--- src/rtl/uart_rx_ext.sv ---
`default_nettype none
// ============================================================================
// Module      : uart_rx_ext
// Description : 16x-oversampled UART receiver with a configurable frame
//               format (5..8 data bits, optional even/odd parity, LSB/MSB
//               first, selectable line polarity), break / framing / parity
//               detection and a first-word fall-through receive FIFO.
//               Optional feature macro: UART_RX_TIMEOUT_EN enables the
//               receive idle timeout; when undefined timeout_o is tied 0.
// Revision    : 1.0 - initial release
// ============================================================================
module uart_rx_ext #(
    parameter int FIFO_AW       = 4,
    parameter int TIMEOUT_CHARS = 4
) (
    input  logic               clk,
    input  logic               rst,
    input  logic               msb_first_i,
    input  logic               parity_en_i,
    input  logic               parity_odd_i,
    input  logic [1:0]         data_bits_i,
    input  logic               start_polarity_i,
    input  logic               serial_in_i,
    input  logic               en_16x_baud_i,
    input  logic               read_buffer_i,
    input  logic               reset_buffer_i,
    output logic [7:0]         data_out_o,
    output logic [2:0]         err_out_o,
    output logic [FIFO_AW:0]   buffer_level_o,
    output logic               buffer_data_present_o,
    output logic               buffer_full_o,
    output logic               buffer_hfull_o,
    output logic               overrun_o,
    output logic               timeout_o
);

    // ------------------------------------------------------------------------
    // Constants
    // ------------------------------------------------------------------------
    localparam int                 c_DEPTH    = 1 << FIFO_AW;
    localparam logic [FIFO_AW:0]   c_LVL_FULL = {1'b1, {FIFO_AW{1'b0}}};
    localparam logic [FIFO_AW:0]   c_LVL_HALF = c_LVL_FULL >> 1;

    localparam logic [2:0] c_IDLE   = 3'd0;
    localparam logic [2:0] c_START  = 3'd1;
    localparam logic [2:0] c_DATA   = 3'd2;
    localparam logic [2:0] c_PARITY = 3'd3;
    localparam logic [2:0] c_STOP   = 3'd4;

    // ------------------------------------------------------------------------
    // Signals
    // ------------------------------------------------------------------------
    logic                r_sync1;
    logic                r_sync2;
    logic                w_bit;        // normalized line: 0 = start level
    logic                w_mid;        // tick that lands on a bit centre

    logic [2:0]          r_state;
    logic [3:0]          r_tick_cnt;
    logic [2:0]          r_bit_cnt;
    logic [7:0]          r_data;
    logic                r_all_start;  // every sample so far was at start level
    logic                r_par_err;
    logic                r_brk_hold;   // after a break, wait for idle level

    logic [2:0]          w_nbits_m1;
    logic [2:0]          w_bit_pos;

    logic                r_wr_valid;
    logic [7:0]          r_wr_data;
    logic [2:0]          r_wr_err;

    logic [10:0]         r_mem [c_DEPTH];
    logic [FIFO_AW-1:0]  r_wr_ptr;
    logic [FIFO_AW-1:0]  r_rd_ptr;
    logic [FIFO_AW:0]    r_level;
    logic                r_overrun;
    logic                w_full;
    logic                w_empty;
    logic                w_do_rd;
    logic                w_do_wr;
    logic [10:0]         w_head;

    // ------------------------------------------------------------------------
    // Receive path
    // ------------------------------------------------------------------------
    // Two-flop synchronizer; resets to 1 so a line idling low after reset
    // (inverse polarity) looks like a start that the mid-bit check rejects.
    always_ff @(posedge clk or posedge rst) begin
        if (rst) begin
            r_sync1 <= 1'b1;
            r_sync2 <= 1'b1;
        end else begin
            r_sync1 <= serial_in_i;
            r_sync2 <= r_sync1;
        end
    end

    // Folding the polarity in here lets the rest of the receiver treat the
    // line as "0 = start/space, 1 = stop/mark" regardless of configuration.
    assign w_bit      = r_sync2 ^ start_polarity_i;
    assign w_mid      = (r_tick_cnt == 4'd15);
    assign w_nbits_m1 = {1'b1, data_bits_i};          // 4..7 = N-1
    assign w_bit_pos  = msb_first_i ? (w_nbits_m1 - r_bit_cnt) : r_bit_cnt;

    // Frame FSM: start qualification, data/parity/stop sampling, char hand-off.
    always_ff @(posedge clk or posedge rst) begin
        if (rst) begin
            r_state     <= c_IDLE;
            r_tick_cnt  <= 4'd0;
            r_bit_cnt   <= 3'd0;
            r_data      <= 8'd0;
            r_all_start <= 1'b0;
            r_par_err   <= 1'b0;
            r_brk_hold  <= 1'b0;
            r_wr_valid  <= 1'b0;
            r_wr_data   <= 8'd0;
            r_wr_err    <= 3'd0;
        end else begin
            r_wr_valid <= 1'b0;
            if (en_16x_baud_i) begin
                case (r_state)
                    c_IDLE: begin
                        r_tick_cnt <= 4'd0;
                        if (r_brk_hold) begin
                            // A break would otherwise re-trigger endlessly
                            // while the line stays at start level.
                            if (w_bit) begin
                                r_brk_hold <= 1'b0;
                            end
                        end else if (!w_bit) begin
                            r_state <= c_START;
                        end
                    end
                    c_START: begin
                        if (r_tick_cnt == 4'd7) begin
                            r_tick_cnt <= 4'd0;
                            if (!w_bit) begin
                                r_state     <= c_DATA;
                                r_bit_cnt   <= 3'd0;
                                r_data      <= 8'd0;
                                r_all_start <= 1'b1;
                                r_par_err   <= 1'b0;
                            end else begin
                                r_state <= c_IDLE;
                            end
                        end else begin
                            r_tick_cnt <= r_tick_cnt + 4'd1;
                        end
                    end
                    c_DATA: begin
                        r_tick_cnt <= r_tick_cnt + 4'd1;
                        if (w_mid) begin
                            r_data[w_bit_pos] <= w_bit;
                            r_all_start       <= r_all_start & ~w_bit;
                            if (r_bit_cnt == w_nbits_m1) begin
                                r_state <= parity_en_i ? c_PARITY : c_STOP;
                            end else begin
                                r_bit_cnt <= r_bit_cnt + 3'd1;
                            end
                        end
                    end
                    c_PARITY: begin
                        r_tick_cnt <= r_tick_cnt + 4'd1;
                        if (w_mid) begin
                            // Unused data MSBs were cleared, so a full-width
                            // reduction covers exactly the received bits.
                            r_par_err   <= (^r_data) ^ w_bit ^ parity_odd_i;
                            r_all_start <= r_all_start & ~w_bit;
                            r_state     <= c_STOP;
                        end
                    end
                    c_STOP: begin
                        r_tick_cnt <= r_tick_cnt + 4'd1;
                        if (w_mid) begin
                            r_state    <= c_IDLE;
                            r_wr_valid <= 1'b1;
                            if (r_all_start && !w_bit) begin
                                r_wr_data  <= 8'd0;
                                r_wr_err   <= 3'b110;
                                r_brk_hold <= 1'b1;
                            end else begin
                                r_wr_data <= r_data;
                                r_wr_err  <= {1'b0, ~w_bit, r_par_err};
                            end
                        end
                    end
                    default: begin
                        r_state    <= c_IDLE;
                        r_tick_cnt <= 4'd0;
                    end
                endcase
            end
        end
    end

    // ------------------------------------------------------------------------
    // Receive FIFO (first-word fall-through)
    // ------------------------------------------------------------------------
    assign w_full  = (r_level == c_LVL_FULL);
    assign w_empty = (r_level == '0);
    assign w_do_rd = read_buffer_i && !w_empty;
    // A read in the same cycle frees the slot, so a full FIFO still accepts.
    assign w_do_wr = r_wr_valid && (!w_full || w_do_rd);
    assign w_head  = r_mem[r_rd_ptr];

    // Storage array; contents need no reset because outputs are gated by level.
    always_ff @(posedge clk) begin
        if (w_do_wr && !reset_buffer_i) begin
            r_mem[r_wr_ptr] <= {r_wr_data, r_wr_err};
        end
    end

    // Pointer, level and sticky overrun bookkeeping.
    always_ff @(posedge clk or posedge rst) begin
        if (rst) begin
            r_wr_ptr  <= '0;
            r_rd_ptr  <= '0;
            r_level   <= '0;
            r_overrun <= 1'b0;
        end else if (reset_buffer_i) begin
            r_wr_ptr  <= '0;
            r_rd_ptr  <= '0;
            r_level   <= '0;
            r_overrun <= 1'b0;
        end else begin
            if (w_do_wr) begin
                r_wr_ptr <= r_wr_ptr + 1'b1;
            end
            if (w_do_rd) begin
                r_rd_ptr <= r_rd_ptr + 1'b1;
            end
            case ({w_do_wr, w_do_rd})
                2'b10:   r_level <= r_level + 1'b1;
                2'b01:   r_level <= r_level - 1'b1;
                default: r_level <= r_level;
            endcase
            if (r_wr_valid && !w_do_wr) begin
                r_overrun <= 1'b1;
            end
        end
    end

    assign data_out_o            = w_empty ? 8'd0 : w_head[10:3];
    assign err_out_o             = w_empty ? 3'd0 : w_head[2:0];
    assign buffer_level_o        = r_level;
    assign buffer_data_present_o = !w_empty;
    assign buffer_full_o         = w_full;
    assign buffer_hfull_o        = (r_level >= c_LVL_HALF);
    assign overrun_o             = r_overrun;

    // ------------------------------------------------------------------------
    // Receive idle timeout
    // ------------------------------------------------------------------------
`ifdef UART_RX_TIMEOUT_EN
    localparam int                  c_TO_TICKS = TIMEOUT_CHARS * 160;
    localparam int                  c_TO_W     = $clog2(c_TO_TICKS + 1);
    localparam logic [c_TO_W-1:0]   c_TO_LAST  = c_TO_W'(c_TO_TICKS - 1);

    logic [c_TO_W-1:0] r_to_cnt;
    logic              r_timeout;

    // Counts idle ticks while unread data sits in the FIFO; any FIFO
    // activity restarts the measurement and withdraws the timeout.
    always_ff @(posedge clk or posedge rst) begin
        if (rst) begin
            r_to_cnt  <= '0;
            r_timeout <= 1'b0;
        end else if (reset_buffer_i || w_do_rd || w_do_wr) begin
            r_to_cnt  <= '0;
            r_timeout <= 1'b0;
        end else if (en_16x_baud_i && (r_state == c_IDLE) && !w_empty
                     && !r_timeout) begin
            if (r_to_cnt == c_TO_LAST) begin
                r_timeout <= 1'b1;
            end else begin
                r_to_cnt <= r_to_cnt + 1'b1;
            end
        end
    end

    assign timeout_o = r_timeout;
`else
    assign timeout_o = 1'b0;
`endif

endmodule
`default_nettype wire

--- config.mk ---
export PLATFORM = sky130hd
export DESIGN_NAME = uart_rx_ext
export DESIGN_NICKNAME = d
export VERILOG_FILES = /design/src/rtl/uart_rx_ext.sv
export SDC_FILE = /design/constraint.sdc
export NUM_CORES = 1
export LEC_CHECK = 0
export ABC_AREA = 1
export CORE_ASPECT_RATIO = 0.7
export CORE_MARGIN = 3
export CORE_UTILIZATION = 61
export CTS_CLUSTER_DIAMETER = 200
export CTS_CLUSTER_SIZE = 30
export DETAILED_ROUTE_END_ITERATION = 10
export PLACE_DENSITY_LB_ADDON = 0.1
export SLEW_MARGIN = 30
export SYNTH_ARGS = -nofsm -noshare
export SYNTH_HDL_FRONTEND = slang
export SYNTH_SLANG_ARGS = --single-unit
--- constraint.sdc ---
create_clock -name clk -period 3.1 [get_ports clk]
set_clock_uncertainty 0.05 [all_clocks]
set_input_delay 0.62 -clock clk [delete_from_list [all_inputs] [get_ports clk]]
set_output_delay 0.62 -clock clk [all_outputs]
set_load 0.05 [all_outputs]
==> results of run 1 <==
sequential cells by signal (all words and copies together) (netlist names):
signal and flops:
buffer_level_o 5, overrun_o 1, r_all_start 1, r_bit_cnt 3, r_brk_hold 1, r_data 8
r_mem 176, r_par_err 1, r_rd_ptr 4, r_state 3, r_sync1 1, r_sync2 1
r_tick_cnt 4, r_wr_data 8, r_wr_err 3, r_wr_ptr 4, r_wr_valid 1
cells by family (layout without fill, tap and decap cells):
family / Yosys count / after routing / share of synthesized area [%]
xor gates and xnor gates: 7 / 7 / 0.610
DFF: 225 / 225 / 64.8
AOI/OAI and AO/OA: 59 / 59 / 3.21
adders and majority gates: 14 / 14 / 1.89
buffers and inverters: 98 / 134 / 4.11
other: 1 / 1 / 0.0373
and+or+nand+nor: 589 / 589 / 25.3
metal layers:
layer,up-vias,wire length [microns]
met2,302,9750
met3,23,2200
met5,-,0
li1,3403,-
met4,0,322
met1,3358,10100
cells in the mapped netlist, types with 3 or more instances:
| master | number | area share [%] |
|---|---|---|
| o21ai_2 | 4 | 0.35 |
| o21ai_0 | 25 | 1.2 |
| ha_1 | 12 | 1.5 |
| xnor2_1 | 4 | 0.35 |
| nand2_2 | 6 | 0.37 |
| edfxtp_1 | 176 | 53 |
| nor2_4 | 3 | 0.34 |
| a21oi_1 | 21 | 1.0 |
| o21ai_1 | 4 | 0.20 |
| clkbuf_1 | 18 | 0.67 |
| nand3_2 | 5 | 0.50 |
| xor2_1 | 3 | 0.26 |
| nand3_1 | 168 | 8.4 |
| nor2_1 | 40 | 1.5 |
| nor3_1 | 6 | 0.30 |
| buf_2 | 16 | 0.80 |
| nand2_1 | 350 | 13 |
| nor2_2 | 4 | 0.25 |
| inv_2 | 10 | 0.37 |
| inv_1 | 47 | 1.8 |
| dfrtp_1 | 47 | 12 |
power by group:
group	switching (mW)	internal, mW
sequential	0.0849	3.30
combinational	0.511	0.248
clock	0.907	0.684
stage by stage:
step	setup slack, ns	cells	instance area, sq um	hold WS (ns)
4_1_cts	0.0585	1248	11100	0.323
3_3_place_gp	0.491	1231	10800	0.305
3_5_place_dp	0.439	1231	10800	0.306
6_report	0.127	1249	11200	0.331
2_1_floorplan	0.295	993	10000	0.295
5_1_grt	0.0101	1249	11200	0.327
cell type report:
| class | count | area [sq um] |
|---|---|---|
| fill | 1169 | 4620 |
| tap | 220 | 275 |
| multi-input combinational | 670 | 3150 |
| clock inverter | 1 | 16.3 |
| sequential | 225 | 6520 |
| inverter | 58 | 220 |
| timing repair buffer | 59 | 697 |
| clock buffer | 16 | 294 |
worst paths after layout:
kind,slack (ns),to,depth (start not counted),startpoint
max in group asynchronous,2.04,r_sync2,3,rst
max,0.13,data_out_o[6],9,r_rd_ptr[0]
min in group asynchronous,0.34,buffer_level_o[0],2,rst
min,0.33,r_sync2,0,r_sync1
min reg2reg,0.33,r_sync2,0,r_sync1
max reg2reg,0.84,buffer_level_o[4],13,buffer_level_o[4]
what timing repair did:
action,4_1_cts,5_1_grt
endpoints found under the setup margin,0,7
hold buffers,0,0
gates resized for setup,0,8
endpoints found under the hold margin,0,0
setup buffers,0,0
==> summary.md, run 1 <==
| Metric | Value |
|---|---|
| DR vias | 7086 |
| Power Total | 5.73 mW |
| HPWL Detailed | 14.1 mm |
| GRT Max-Usage Layer | met2 |
| VDD IR-drop max | 618 uV |
| Layout area overhead | 11.2% |
| Worst endpoint data arrival time | 2.30 ns |
| Yosys reg bits | 225 |
| Drt first pass iters | 5 |
| Synthesized Nets | 1019 |
| Grt met2 use | 38.6% |
| Worst-path cell chain | inv_2, buf_16, nand2_1, nand3_1, nand3_1, nand2_1, nand2_1, a21oi_1, buf_12 |
| Synth unique cells | 39 |
| Initial antenna violation count | 0 |
| Commonest non-fill, non-tap cell in the layout | nand2_1 |
| Number of global-route vias before repair | 6645 |
| CTS tree | built |
| Synth Warn # | 0 |
| Post-synth ARST share | 21.8% |
| Commonest cells after routing, fill and taps aside | nand2_1, edfxtp_1, nand3_1 |
| Slowest CP cell | dfrtp_2 |
| Sequential area share after synthesis | 64.8% |
| Number of remaining DRC errors | 0 |
| Worst-path fanout max | 36 |
| Clock-pin slew on the worst setup and hold paths | 0.12 ns |
| Core Area | 0.0158 sq mm |
| Vias per Instance | 5.67 |
| DR iter-0 viols | 727 |
| DIE HEIGHT | 113 microns |
| Setup violators final | 0 |
| Die X | 159 microns |
| Unrepaired setup endpoints after global routing | false |
| # IOs | 33 |
| Highest Clock Rate | 336 MHz |
| Largest net degree at the start of global routing | 72 |
| Hold Path Class | reg -> reg |
| Final Wtd Congestion | 0.874 |
| CTS buffer count | 11 |
| Crit-path most repeated cell | nand2_1 |
| # rows | 38 |
| Final core occ | 70.8% |
| Total gr overflow | 0 |
| Synthesized area | 0.0100 sq mm |
| Synth Flop Type | edfxtp_1 |
| Clock sink total | 225 |
| First-pass GRT wire length | 35.7 mm |
| WL final | 22.4 mm |
| CTS HTree Levels | 1 |
| WL per Instance | 17.9 microns |
| Tot GR Track Use | 25.2% |
| Crit share post-route | 95.9% |
| Die ar. | 0.0181 sq mm |
| Crit-path leading delay family | buffers and inverters |
| Met1 Track Usage GR | 38.5% |
| Max-slew headroom | 53.2% |
| Syn Area/Cell | 10.1 sq um |
| Setup TNS | 0 ns |
| Pleak | 4.65 nW |
| Max-Cap Viols | 0 |
| M3 GR Usage | 4.57% |
| P per Cell Area | 513 mW/mm^2 |
| Port Buf Inserts | 31 |
| Clk buf depth | 3 |
| ANT cells | 0 |
| Worst Path Buf+Inv | 3 |
| CTS root buf | clkbuf_16 |
| Share of cells above drive strength 1 | 9.82% |
| Post-synth EDFFs | 176 |
| Crit path capture type | primary output |
| Synth Instances | 993 |
| Setup CP Type | reg -> out |
| Fin nets | 1051 |
| Final min period | 2.97 ns |
| Initial core utilization | 63.6% |
| Status | finished, final reports clean |
| Antenna viol nets, final | 0 |
| Worst Tran Pin Value | 0.703 ns |
| Final Hold Fails | 0 |
| WP data required | 2.43 ns |
| Worst Setup Start Kind | flop |
| Max incr delay on CP | 0.46 ns |
| Worst-Skew Late Latency | 0.48 ns |
| Final max-slew violation count | 0 |
Power figures use the tool's default switching activity.
==> inputs of run 2 (changes only) <==
- CORE_ASPECT_RATIO: 0.7 -> 1.75
- CORE_UTILIZATION: 61 -> 65
- clock period: 3.1 -> 3.45 ns (I/O delays scaled with it)
==> summary.md, run 2 (synthesized netlist as in run 1, its figures left out) <==
| Metric | Value |
|---|---|
| Largest regs | r_mem x176, r_data x8, r_wr_data x8 (unchanged) |
| Grt met2 use | 47.6% (was 38.6%) |
| Antenna viol nets, final | 0 (unchanged) |
| CTS buffer count | 11 (unchanged) |
| Worst Setup Start Kind | flop (unchanged) |
| VDD IR-drop max | 404 uV (was 618 uV) |
| Port Buf Inserts | 31 (unchanged) |
| Tot GR Track Use | 25.2% (about the same) |
| Max reg flops | 176 (unchanged) |
| HPWL Detailed | 14.7 mm (was 14.1 mm) |
| Unrepaired setup endpoints after global routing | false (unchanged) |
| Final Wtd Congestion | 0.921 (was 0.874) |
| Hold Path Class | reg -> reg (unchanged) |
| Placed insts | 1195 (was 1231) |
| Vias per Instance | 5.69 (was 5.67) |
| Max incr delay on CP | 0.43 ns (was 0.46 ns) |
| WP data required | 2.71 ns (was 2.43 ns) |
| Commonest cells after routing, fill and taps aside | nand2_1, edfxtp_1, nand3_1 (unchanged) |
| Number of global-route vias before repair | 6928 (was 6645) |
| DR vias | 6899 (was 7086) |
| DR iter-0 viols | 469 (was 727) |
| Worst-path cell chain | inv_2, buf_12, nand2_1, nand3_1, nand3_1, nand2_1, nand2_1, a21oi_1, buf_12 (was inv_2, buf_16, nand2_1, nand3_1, nand3_1, nand2_1, nand2_1, a21oi_1, buf_12) |
| Pleak | 4.63 nW (was 4.65 nW) |
| Crit share post-route | 91.7% |
| P per Cell Area | 462 mW/mm^2 (was 513 mW/mm^2) |
| GRT Max-Usage Layer | met2 (unchanged) |
| Status | finished, final reports clean (unchanged) |
| Crit path capture type | primary output (unchanged) |
| CTS tree | built (unchanged) |
| Clock-pin slew on the worst setup and hold paths | 0.11 ns (was 0.12 ns) |
| Final core occ | 73.6% (was 70.8%) |
| Setup violators final | 0 (unchanged) |
| Clock sink total | 225 (unchanged) |
| Final Hold Fails | 0 (unchanged) |
| Fin nets | 1051 (unchanged) |
| Non-filler cells, final | 1212 (was 1249) |
| Worst Path Buf+Inv | 3 (unchanged) |
| R2r worst-path depth | 13 (unchanged) |
| Setup TNS | 0 ns (unchanged) |
| Post-CTS setup buffers | 0 (unchanged) |
| Die X | 100 microns (was 159 microns) |
| Worst endpoint data arrival time | 2.42 ns (was 2.30 ns) |
| Slack of the worst reg-to-reg path | 1.17 ns (was 0.84 ns) |
| Worst Tran Pin Value | 0.613 ns (was 0.703 ns) |
| Share of cells above drive strength 1 | 9.04% (was 9.82%) |
| Final max-slew violation count | 0 (unchanged) |
| FF-to-FF End | buffer_level_o[4] (unchanged) |
| Slowest CP cell | dfrtp_2 (unchanged) |
| Hold buffer count at cts | 0 (unchanged) |
| Layout area overhead | 9.86% (was 11.2%) |
| Worst-Skew Late Latency | 0.46 ns (was 0.48 ns) |
| Clk buf depth | 3 (unchanged) |
| Die ar. | 0.0170 sq mm (was 0.0181 sq mm) |
| Crit-path leading delay family | buffers and inverters (unchanged) |
| Highest Clock Rate | 316 MHz |
| Final min period | 3.16 ns |
| Initial core utilization | 67.0% (was 63.6%) |
| Crit-path most repeated cell | nand2_1 (unchanged) |
| Largest Register | r_mem (unchanged) |
| # resized after CTS | 0 (unchanged) |
| Worst-path fanout max | 88 (was 36) |
| Power Total | 5.10 mW (was 5.73 mW) |
| Number of remaining DRC errors | 0 (unchanged) |
| # rows | 59 (was 38) |
| First-pass GRT wire length | 33.7 mm (was 35.7 mm) |
| Hold WS | 0.336 ns (was 0.331 ns) |
| WL per Instance | 17.0 microns (was 17.9 microns) |
| Drt first pass iters | 5 (unchanged) |
| Met1 Track Usage GR | 27.7% (was 38.5%) |
| M3 GR Usage | 2.26% (was 4.57%) |
| Commonest non-fill, non-tap cell in the layout | nand2_1 (unchanged) |
| CTS root buf | clkbuf_16 (unchanged) |
| Worst Hold End | r_sync2 (unchanged) |
| Largest net degree at the start of global routing | 89 (was 72) |
| Setup CP Type | reg -> out (unchanged) |
| Total gr overflow | 0 (unchanged) |
| Max-slew headroom | 59.1% (was 53.2%) |
| CTS HTree Levels | 1 (unchanged) |
| Crit path depth | 9 (unchanged) |
| RR Startpoint | buffer_level_o[4] (unchanged) |
| ANT cells | 0 (unchanged) |
| Worst Hold Launch | r_sync1 (unchanged) |
| DIE HEIGHT | 170 microns (was 113 microns) |
| # IOs | 33 (unchanged) |
| Core Area | 0.0150 sq mm (was 0.0158 sq mm) |
| Hold Path Cell Cnt | 0 (unchanged) |
| Initial antenna violation count | 0 (unchanged) |
| WL final | 20.7 mm (was 22.4 mm) |
| Max-Cap Viols | 0 (unchanged) |
-- run 2: routing by layer --
layer,part of all wire [%],up-vias,routed length [microns]
met5,0,-,0
met4,4.9,0,1020
met3,4.5,61,921
met2,56,225,11500
met1,35,3214,7200
li1,-,3399,-
-- run 2: area by class of cell --
class / instances / area [sq um]
clock buffer: 16 / 294
clock inverter: 1 / 16.3
fill: 1064 / 3950
inverter: 58 / 220
multi-input combinational: 670 / 3120
sequential: 225 / 6520
tap: 183 / 229
timing repair buffer: 59 / 643
-- run 2: power by group --
part / leakage, nW / switching, mW / internal (mW) / total, mW
Sequential: 2.62 / 0.0749 / 2.96 / 3.04
Combinational: 1.86 / 0.447 / 0.221 / 0.669
Clock: 0.149 / 0.780 / 0.613 / 1.39
Total: 4.63 / 1.30 / 3.80 / 5.10
-- run 2: how the worst max path moves through the flow --
stage / startpoint / to / slack [ns]
after global routing: r_rd_ptr[0] / data_out_o[4] / 0.19
final: r_rd_ptr[0] / data_out_o[7] / 0.29
after CTS: r_rd_ptr[0] / data_out_o[6] / 0.33
after detailed placement: read_buffer_i / buffer_level_o[4] / 0.67
after floorplan: buffer_level_o[0] / data_out_o[0] / 0.57
after global placement: read_buffer_i / buffer_level_o[4] / 0.76
-- run 2: through the flow --
stage | instance area [sq um] | setup WS [ns]
after floorplan | 10000 | 0.575
after global placement | 10700 | 0.756
after detailed placement | 10700 | 0.673
after CTS | 11000 | 0.327
after global routing | 11000 | 0.188
final | 11000 | 0.286
